$ cat config.mk
export PLATFORM = sky130hd
export DESIGN_NAME = stall_ctrl
export DESIGN_NICKNAME = d
export VERILOG_FILES = /design/src/rtl/stall_ctrl_pkg.sv /design/src/rtl/stall_wdt.sv /design/src/rtl/stall_ctrl.sv
export SDC_FILE = /design/constraint.sdc
export NUM_CORES = 1
export LEC_CHECK = 0
export CAP_MARGIN = 20
export CORE_MARGIN = 8
export CORE_UTILIZATION = 40
export DETAILED_ROUTE_END_ITERATION = 7
export PLACE_DENSITY = 0.74
export SETUP_SLACK_MARGIN = 0.05
export SLEW_MARGIN = 10
export SYNTH_ARGS = -nofsm -noshare
export SYNTH_HDL_FRONTEND = slang
export SYNTH_SLANG_ARGS = --single-unit
$ cat constraint.sdc
create_clock -name clk -period 2.51 [get_ports clk]
set_input_delay 0.3765 -clock clk [delete_from_list [all_inputs] [get_ports clk]]
set_output_delay 0.3765 -clock clk [all_outputs]
set_load 0.01 [all_outputs]
$ cat src/rtl/stall_ctrl_pkg.sv
`default_nettype none
// ============================================================================
// Module  : stall_ctrl_pkg
// Brief   : Shared stall vectors, FSM states and watchdog constants.
// Revision: 1.0 - initial release
// ============================================================================
package stall_ctrl_pkg;

  // Per-stage hold vectors: bit0 PC, bit1 IF/ID, bit2 ID/EX, bit3 EX/MEM,
  // bit4 MEM/WB, bit5 WB; a set bit holds that stage.
  localparam logic [5:0] c_stall_none       = 6'b000000;
  localparam logic [5:0] c_stall_from_id_if = 6'b000111;
  localparam logic [5:0] c_stall_from_ex    = 6'b001111;
  localparam logic [5:0] c_stall_from_mem   = 6'b011111;

  localparam int unsigned c_wdt_cnt_w      = 11;
  localparam int unsigned c_stall_timeout  = 1024;
  localparam logic [31:0] c_wdt_vector     = 32'hBFC00380;
  // Expiry is flagged on the stalled cycle whose increment would hit the timeout.
  localparam logic [c_wdt_cnt_w-1:0] c_wdt_last = c_wdt_cnt_w'(c_stall_timeout - 1);

  typedef enum logic [0:0] {
    ST_RUN   = 1'b0,
    ST_FLUSH = 1'b1
  } state_t;

  function automatic logic [5:0] stall_prio(
    input logic i_mem,
    input logic i_ex,
    input logic i_id,
    input logic i_if
  );
    if (i_mem)     return c_stall_from_mem;
    else if (i_ex) return c_stall_from_ex;
    else if (i_id) return c_stall_from_id_if;
    else if (i_if) return c_stall_from_id_if;
    else           return c_stall_none;
  endfunction

endpackage
`default_nettype wire

$ cat src/rtl/stall_wdt.sv
`default_nettype none
// ============================================================================
// Module  : stall_wdt
// Brief   : Consecutive-stall watchdog counter with single-cycle expiry pulse.
// Revision: 1.0 - initial release
// ============================================================================
module stall_wdt
  import stall_ctrl_pkg::*;
(
  input  logic clk,
  input  logic rst,
  input  logic i_run,
  input  logic i_stalled,
  output logic o_expire
);

  logic [c_wdt_cnt_w-1:0] r_cnt;
  logic                   w_count;

  assign w_count  = i_run & i_stalled;
  assign o_expire = w_count && (r_cnt == c_wdt_last);

  always_ff @(posedge clk) begin
    if (rst) begin
      r_cnt <= '0;
    end else if (!w_count || o_expire) begin
      r_cnt <= '0;
    end else begin
      r_cnt <= r_cnt + 1'b1;
    end
  end

endmodule
`default_nettype wire

$ cat src/rtl/stall_ctrl.sv
`default_nettype none
// ============================================================================
// Module  : stall_ctrl
// Brief   : Pipeline stall/flush controller with saturating stall counter.
//           Define STALL_WATCHDOG_EN to build in the stall watchdog.
// Revision: 1.0 - initial release
// ============================================================================
module stall_ctrl
  import stall_ctrl_pkg::*;
(
  input  logic        clk,
  input  logic        rst,
  input  logic        stallreq_from_if,
  input  logic        stallreq_from_id,
  input  logic        stallreq_from_ex,
  input  logic        stallreq_from_mem,
  input  logic        flush_req_i,
  input  logic [31:0] flush_pc_i,
  output logic [5:0]  stall,
  output logic        flush,
  output logic [31:0] new_pc,
  output logic [31:0] stall_cycles_o,
  output logic        wdt_timeout_o
);

  state_t      r_state;
  logic        r_flush;
  logic [31:0] r_new_pc;
  logic [31:0] r_stall_cycles;
  logic [5:0]  w_stall;
  logic        w_run;
  logic        w_stalled;
  logic        w_expire;

  assign w_run = (r_state == ST_RUN);

  // Combinational so the requesting cycle itself is held; forced idle in reset.
  always_comb begin
    w_stall = c_stall_none;
    if (!rst && w_run) begin
      w_stall = stall_prio(stallreq_from_mem, stallreq_from_ex,
                           stallreq_from_id, stallreq_from_if);
    end
  end

  assign w_stalled = |w_stall;

`ifdef STALL_WATCHDOG_EN
  logic r_wdt_timeout;

  stall_wdt u_wdt (
    .clk       (clk),
    .rst       (rst),
    .i_run     (w_run),
    .i_stalled (w_stalled),
    .o_expire  (w_expire)
  );

  always_ff @(posedge clk) begin
    if (rst) begin
      r_wdt_timeout <= 1'b0;
    end else if (w_expire) begin
      r_wdt_timeout <= 1'b1;
    end
  end

  assign wdt_timeout_o = r_wdt_timeout;
`else
  assign w_expire      = 1'b0;
  assign wdt_timeout_o = 1'b0;
`endif

  // Watchdog expiry outranks an external flush request in the same cycle.
  always_ff @(posedge clk) begin
    if (rst) begin
      r_state  <= ST_RUN;
      r_flush  <= 1'b0;
      r_new_pc <= 32'h0;
    end else begin
      r_flush <= 1'b0;
      case (r_state)
        ST_RUN: begin
          if (w_expire) begin
            r_state  <= ST_FLUSH;
            r_flush  <= 1'b1;
            r_new_pc <= c_wdt_vector;
          end else if (flush_req_i) begin
            r_state  <= ST_FLUSH;
            r_flush  <= 1'b1;
            r_new_pc <= flush_pc_i;
          end
        end
        ST_FLUSH: begin
          r_state <= ST_RUN;
        end
        default: begin
          r_state <= ST_RUN;
        end
      endcase
    end
  end

  always_ff @(posedge clk) begin
    if (rst) begin
      r_stall_cycles <= 32'h0;
    end else if (w_stalled && (r_stall_cycles != 32'hFFFF_FFFF)) begin
      r_stall_cycles <= r_stall_cycles + 32'd1;
    end
  end

  assign stall          = w_stall;
  assign flush          = r_flush;
  assign new_pc         = r_new_pc;
  assign stall_cycles_o = r_stall_cycles;

endmodule
`default_nettype wire

=== Word-level counts from Yosys, hierarchy flattened ===
Cells that the tools add are included.

* Register bits: 66
* Input port bits: 39
* Output and inout bits: 72
* Logic and storage cells: 20

* $add $sub $neg: 1
* Eq/ne operators: 1
* Mux-type cells: 7
* Bitwise operators: 1
* Reduce and logical (&&, ||, !) cells: 6

{| class="wikitable"
|+ Operators with widths
! operator !! count
|-
| $add A32 B1 Y32 const B || 1
|-
| $ne A32 B32 Y1 const B || 1
|-
| $mux W6 || 2
|-
| $mux W3 || 2
|-
| $reduce_or A6 Y1 || 1
|-
| $mux W4 || 1
|-
| $logic_and A1 B1 Y1 || 2
|-
| $pmux W1 S2 || 1
|-
| $reduce_and A2 Y1 || 1
|-
| $reduce_or A2 Y1 || 1
|-
| $logic_not A1 Y1 || 1
|-
| $mux W1 || 1
|-
| $not A1 Y1 || 1
|}

=== Depth between registers and ports, before layout ===
* Depth in word-level cells: 7
* Depth in mapped cells: 7
* Mapped depth without buffers: 6

=== Least setup slack after synthesis ===
OpenSTA, ideal clock, no wires.

* Path kind: flip-flop to flip-flop
* Start point: register r_stall_cycles[0] (netlist: stall_cycles_o[0])
* End point: register r_stall_cycles[30] (netlist: stall_cycles_o[30])
* Setup time: 0.070 ns
* Arrival: 2.224 ns
* Required time: 2.440 ns
* Path slack: 0.216 ns
* Cell stages (with the launch flop): 8
* Buffers on the path: 1
* Clock period less this slack: 2.294 ns
* Cell sequence: dfxtp_1 > ha_1 > nand4_1 > or4_1 > buf_6 > or3_4 > or4_1 > a21oi_1

* Cells in the longest elaborated chain, start to end: 2
* Elaborated cells between the ends (all ways): 3
* Those cells by class: add/sub (1); eq/ne (1); reduce/logical (1)

{| class="wikitable"
|+ RTL lines
! item !! RTL line !! source
|-
| start: declaration || stall_ctrl.sv:29 || <nowiki>logic [31:0] r_stall_cycles;</nowiki>
|-
| start signal: assignment || stall_ctrl.sv:107 || <nowiki>r_stall_cycles <= r_stall_cycles + 32'd1;</nowiki>
|-
| branches (longest 2 deep; another with $add A32 B1 Y32) || -- ||
|}

Parallel ways; which one is timed is not known.
A chain may end at the register's enable or synchronous reset.

=== Worst setup path in the final report ===
* Start point: register r_stall_cycles[11] (netlist: stall_cycles_o[11])
* End point: register r_stall_cycles[30] (netlist: stall_cycles_o[30])

Same word-level chain as after synthesis.

==> results.yml <==
synthesis:
  synth-async-reset-ratio_pct: 0
  post_synth_main_area_contributors: "sky130_fd_sc_hd__dfxtp_1, sky130_fd_sc_hd__nand2_1, sky130_fd_sc_hd__a21oi_1"
  synth_instances: 353
  ffs_latches_synth: 65
  synth-seq-area-share_pct: 45.6
  netlist_area_um2: 2860
  number_of_enable_type_register_cells_in_the_synthesized_netlist: 0
  synth_area_per_cell_um2: 8.09
  biggest_area_consumer_among_synthesized_cells: "sky130_fd_sc_hd__dfxtp_1"
  synth_warnings: 0
  ys.flop_type: "sky130_fd_sc_hd__dfxtp_1"
  netlist-cell-type-count: 49
  netlist.area_leader.share_pct: 45.6
finish:
  final_common_cell: "sky130_fd_sc_hd__clkdlybuf4s50_1"
  area_growth_pct: 51.1
  share_of_cells_above_drive_strength_1_pct: 10.3
  finalNonFillerCells: 576
  final_net_count: 513
  postLayoutCoreUtil_pct: 60.8
  final_cell_mix: "sky130_fd_sc_hd__clkdlybuf4s50_1, sky130_fd_sc_hd__nand2_1, sky130_fd_sc_hd__dfxtp_1"
  num_antenna_cells: 0
  final_area_um2: 4320
  layout.filler_cells: 658
clock_tree:
  clkSinkCount: 65
  clk-insertion-delay-late_ns: 0.33
  clock_transition_at_the_register_clock_pins_on_the_worst_setup_and_hold_paths_after_cts_ns: 0.07
  cts_tree: "done"
  cts_max_path_buffers: 2
  cts_made_buffers: 9
  ctsHtreeMaxLevel: 3
  clock-root-buffer: "sky130_fd_sc_hd__clkbuf_8"
setup_path:
  cp.arrival_ns: 2.58
  slowest_stage: "sky130_fd_sc_hd__or4_1"
  cpPeakStageDelay_ns: 0.57
  worstSetupPathType: "register to register"
  cp_common_cell: "sky130_fd_sc_hd__or4_1"
  critical_path.cell_chain: "nand4_2 -> buf_4 -> or4_1 -> or3_4 -> or4_1 -> a21oi_1"
  critical_path_peak_fanout: 5
  worstSetupEndpointType: "register"
  critical_path_startpoint_category: "register"
  timing.critical_path.required_ns: 2.75
detailed_routing:
  drt-wirelength-per-cell_um: 14.2
  drtIter0Drc: 150
  vias: 2923
  dr.pass1.iters: 4
  drt-vias-per-instance: 5.07
  drc: 0
  detail_route.wirelength_mm: 8.15
  ant_nets: 0
floorplan:
  floorplan.rows: 31
  area_enclosed_by_the_die_boundary_um2: 10100
  chip_height_um: 100
  starting_density_of_the_core_pct: 40.2
  core_area_um2: 7100
  die_w_um: 100
  io_pins: 111
sta:
  clock.fmax_mhz: 428
  timing.clock.skew_ns: 0.0102
  setup_tns_ns: 0
  transition_at_the_pin_with_the_smallest_max_transition_slack_ns: 0.681
  final.min_clock_period_ns: 2.34
  max_slew_margin_pct: 54.6
  grt_setup_unrepaired: "no"
  final_min_period_over_clock_period_pct: 93.1
  report.final.setup_viol: 0
  finalHoldViolations: 0
  final-max-slew-violation-count: 0
outcome:
  status: "finished, final reports clean"
job:
  cap_violations: 0
global_route:
  first_global_vias: 2888
  grt.overflow.total: 0
  initial_antenna_violation_count: 0
  largest_net_degree_at_the_start_of_global_routing: 65
  grt_use_total_pct: 16.5
  grt_first_pass_wirelength_mm: 13.5
placement:
  number_of_buffers_added_on_ports: 108
  place_inst: 561
  dpl_cell_area_um2: 4120
  place.gp.congestion: 0.756
  detailed_place_hpwl_mm: 6.06
hold_path:
  hold_class: "register to register"
pwr:
  p_leak_nw: 1.52
  max-vdd-ir-drop_v: 0.000252
  power_per_cell_area_nw_per_um2: 505
  p_total_mw: 2.18
-- power breakdown --
group,switching [mW],internal [mW],total (mW)
Combinational,0.120,0.150,0.269
Sequential,0.0191,1.07,1.08
Clock,0.378,0.449,0.827
-- per-stage QoR --
step | hold WS (ns) | worst slack [ns]
after floorplan | 0.478 | 0.216
after detailed placement | 0.446 | -0.0996
after global placement | 0.441 | -0.0722
final | 0.452 | 0.174
after global routing | 0.471 | 0.0739
after CTS | 0.455 | 0.123
-- worst max-delay path: cells and delay by family (launching register included) --
kind                   cells  cell delay (ns)
AND/OR/NAND/NOR            4             1.54
flip-flops                 1             0.36
buffers and inverters      1             0.17
AO/OA/AOI/OAI              1             0.17
-- cell usage after synthesis, drive strengths merged, types with 2 or more instances --
library cell  number
nand2             77
dfxtp             65
a21oi             44
nor2              26
clkbuf            19
nand4             14
xnor2             12
inv                9
nand3              9
or3                9
o21ai              7
or4                7
a211oi             6
buf                6
nor4               6
mux2i              4
and2               3
mux2               2
nor2b              2
nor3               2
o311ai             2
o31ai              2
-- cell type report --
cell class	count	area (um2)	share of cell area [%]
clock inverter	4	45.0	1.04
timing repair buffer	133	1280	29.6
tap	99	124	2.87
clock buffer	11	131	3.04
sequential	65	1300	30.2
inverter	9	33.8	0.783
multi-input combinational	255	1400	32.5
-- final timing paths --
path / start / to / slack, ns / depth (start not counted)
setup / recovery: stall_cycles_o[11] / stall_cycles_o[30] / 0.17 / 6
hold / removal: new_pc[1] / new_pc[1] / 0.45 / 2
setup reg to reg: stall_cycles_o[11] / stall_cycles_o[30] / 0.17 / 6
hold reg to reg: new_pc[1] / new_pc[1] / 0.45 / 2
-- metal layers --
layer	vias up	global-route usage (%)	part of all wire, %
met5	-	0	0
met1	1349	19.4	43
met4	0	7.09	1.8
li1	1470	-	-
met3	12	4.07	6.5
met2	92	27.9	49
-- repair_timing --
action                     CTS  global route
cloned                       0             0
setup buffers                0             0
resized for setup            1             2
hold buffers                 0             0
setup endpoints to repair    3             4
-- flip-flops by register name (all words and copies together) (netlist names) --
name            count
new_pc             32
r_state             1
stall_cycles_o     32
-- cell families (layout without fill, tap and decap cells) --
kind of cell / count (synthesis) / count (layout) / share of synthesized area [%]
XOR/XNOR: 12 / 12 / 3.68
flip-flops: 65 / 65 / 45.6
other: 1 / 2 / 0.131
buffers and inverters: 34 / 157 / 6.05
multiplexers: 6 / 6 / 2.19
AO/OA/AOI/OAI: 72 / 72 / 14.9
adder cells (fa/ha/maj): 1 / 1 / 0.438
AND/OR/NAND/NOR: 162 / 162 / 27.1
Note: power is estimated with default switching activity, not from simulation.
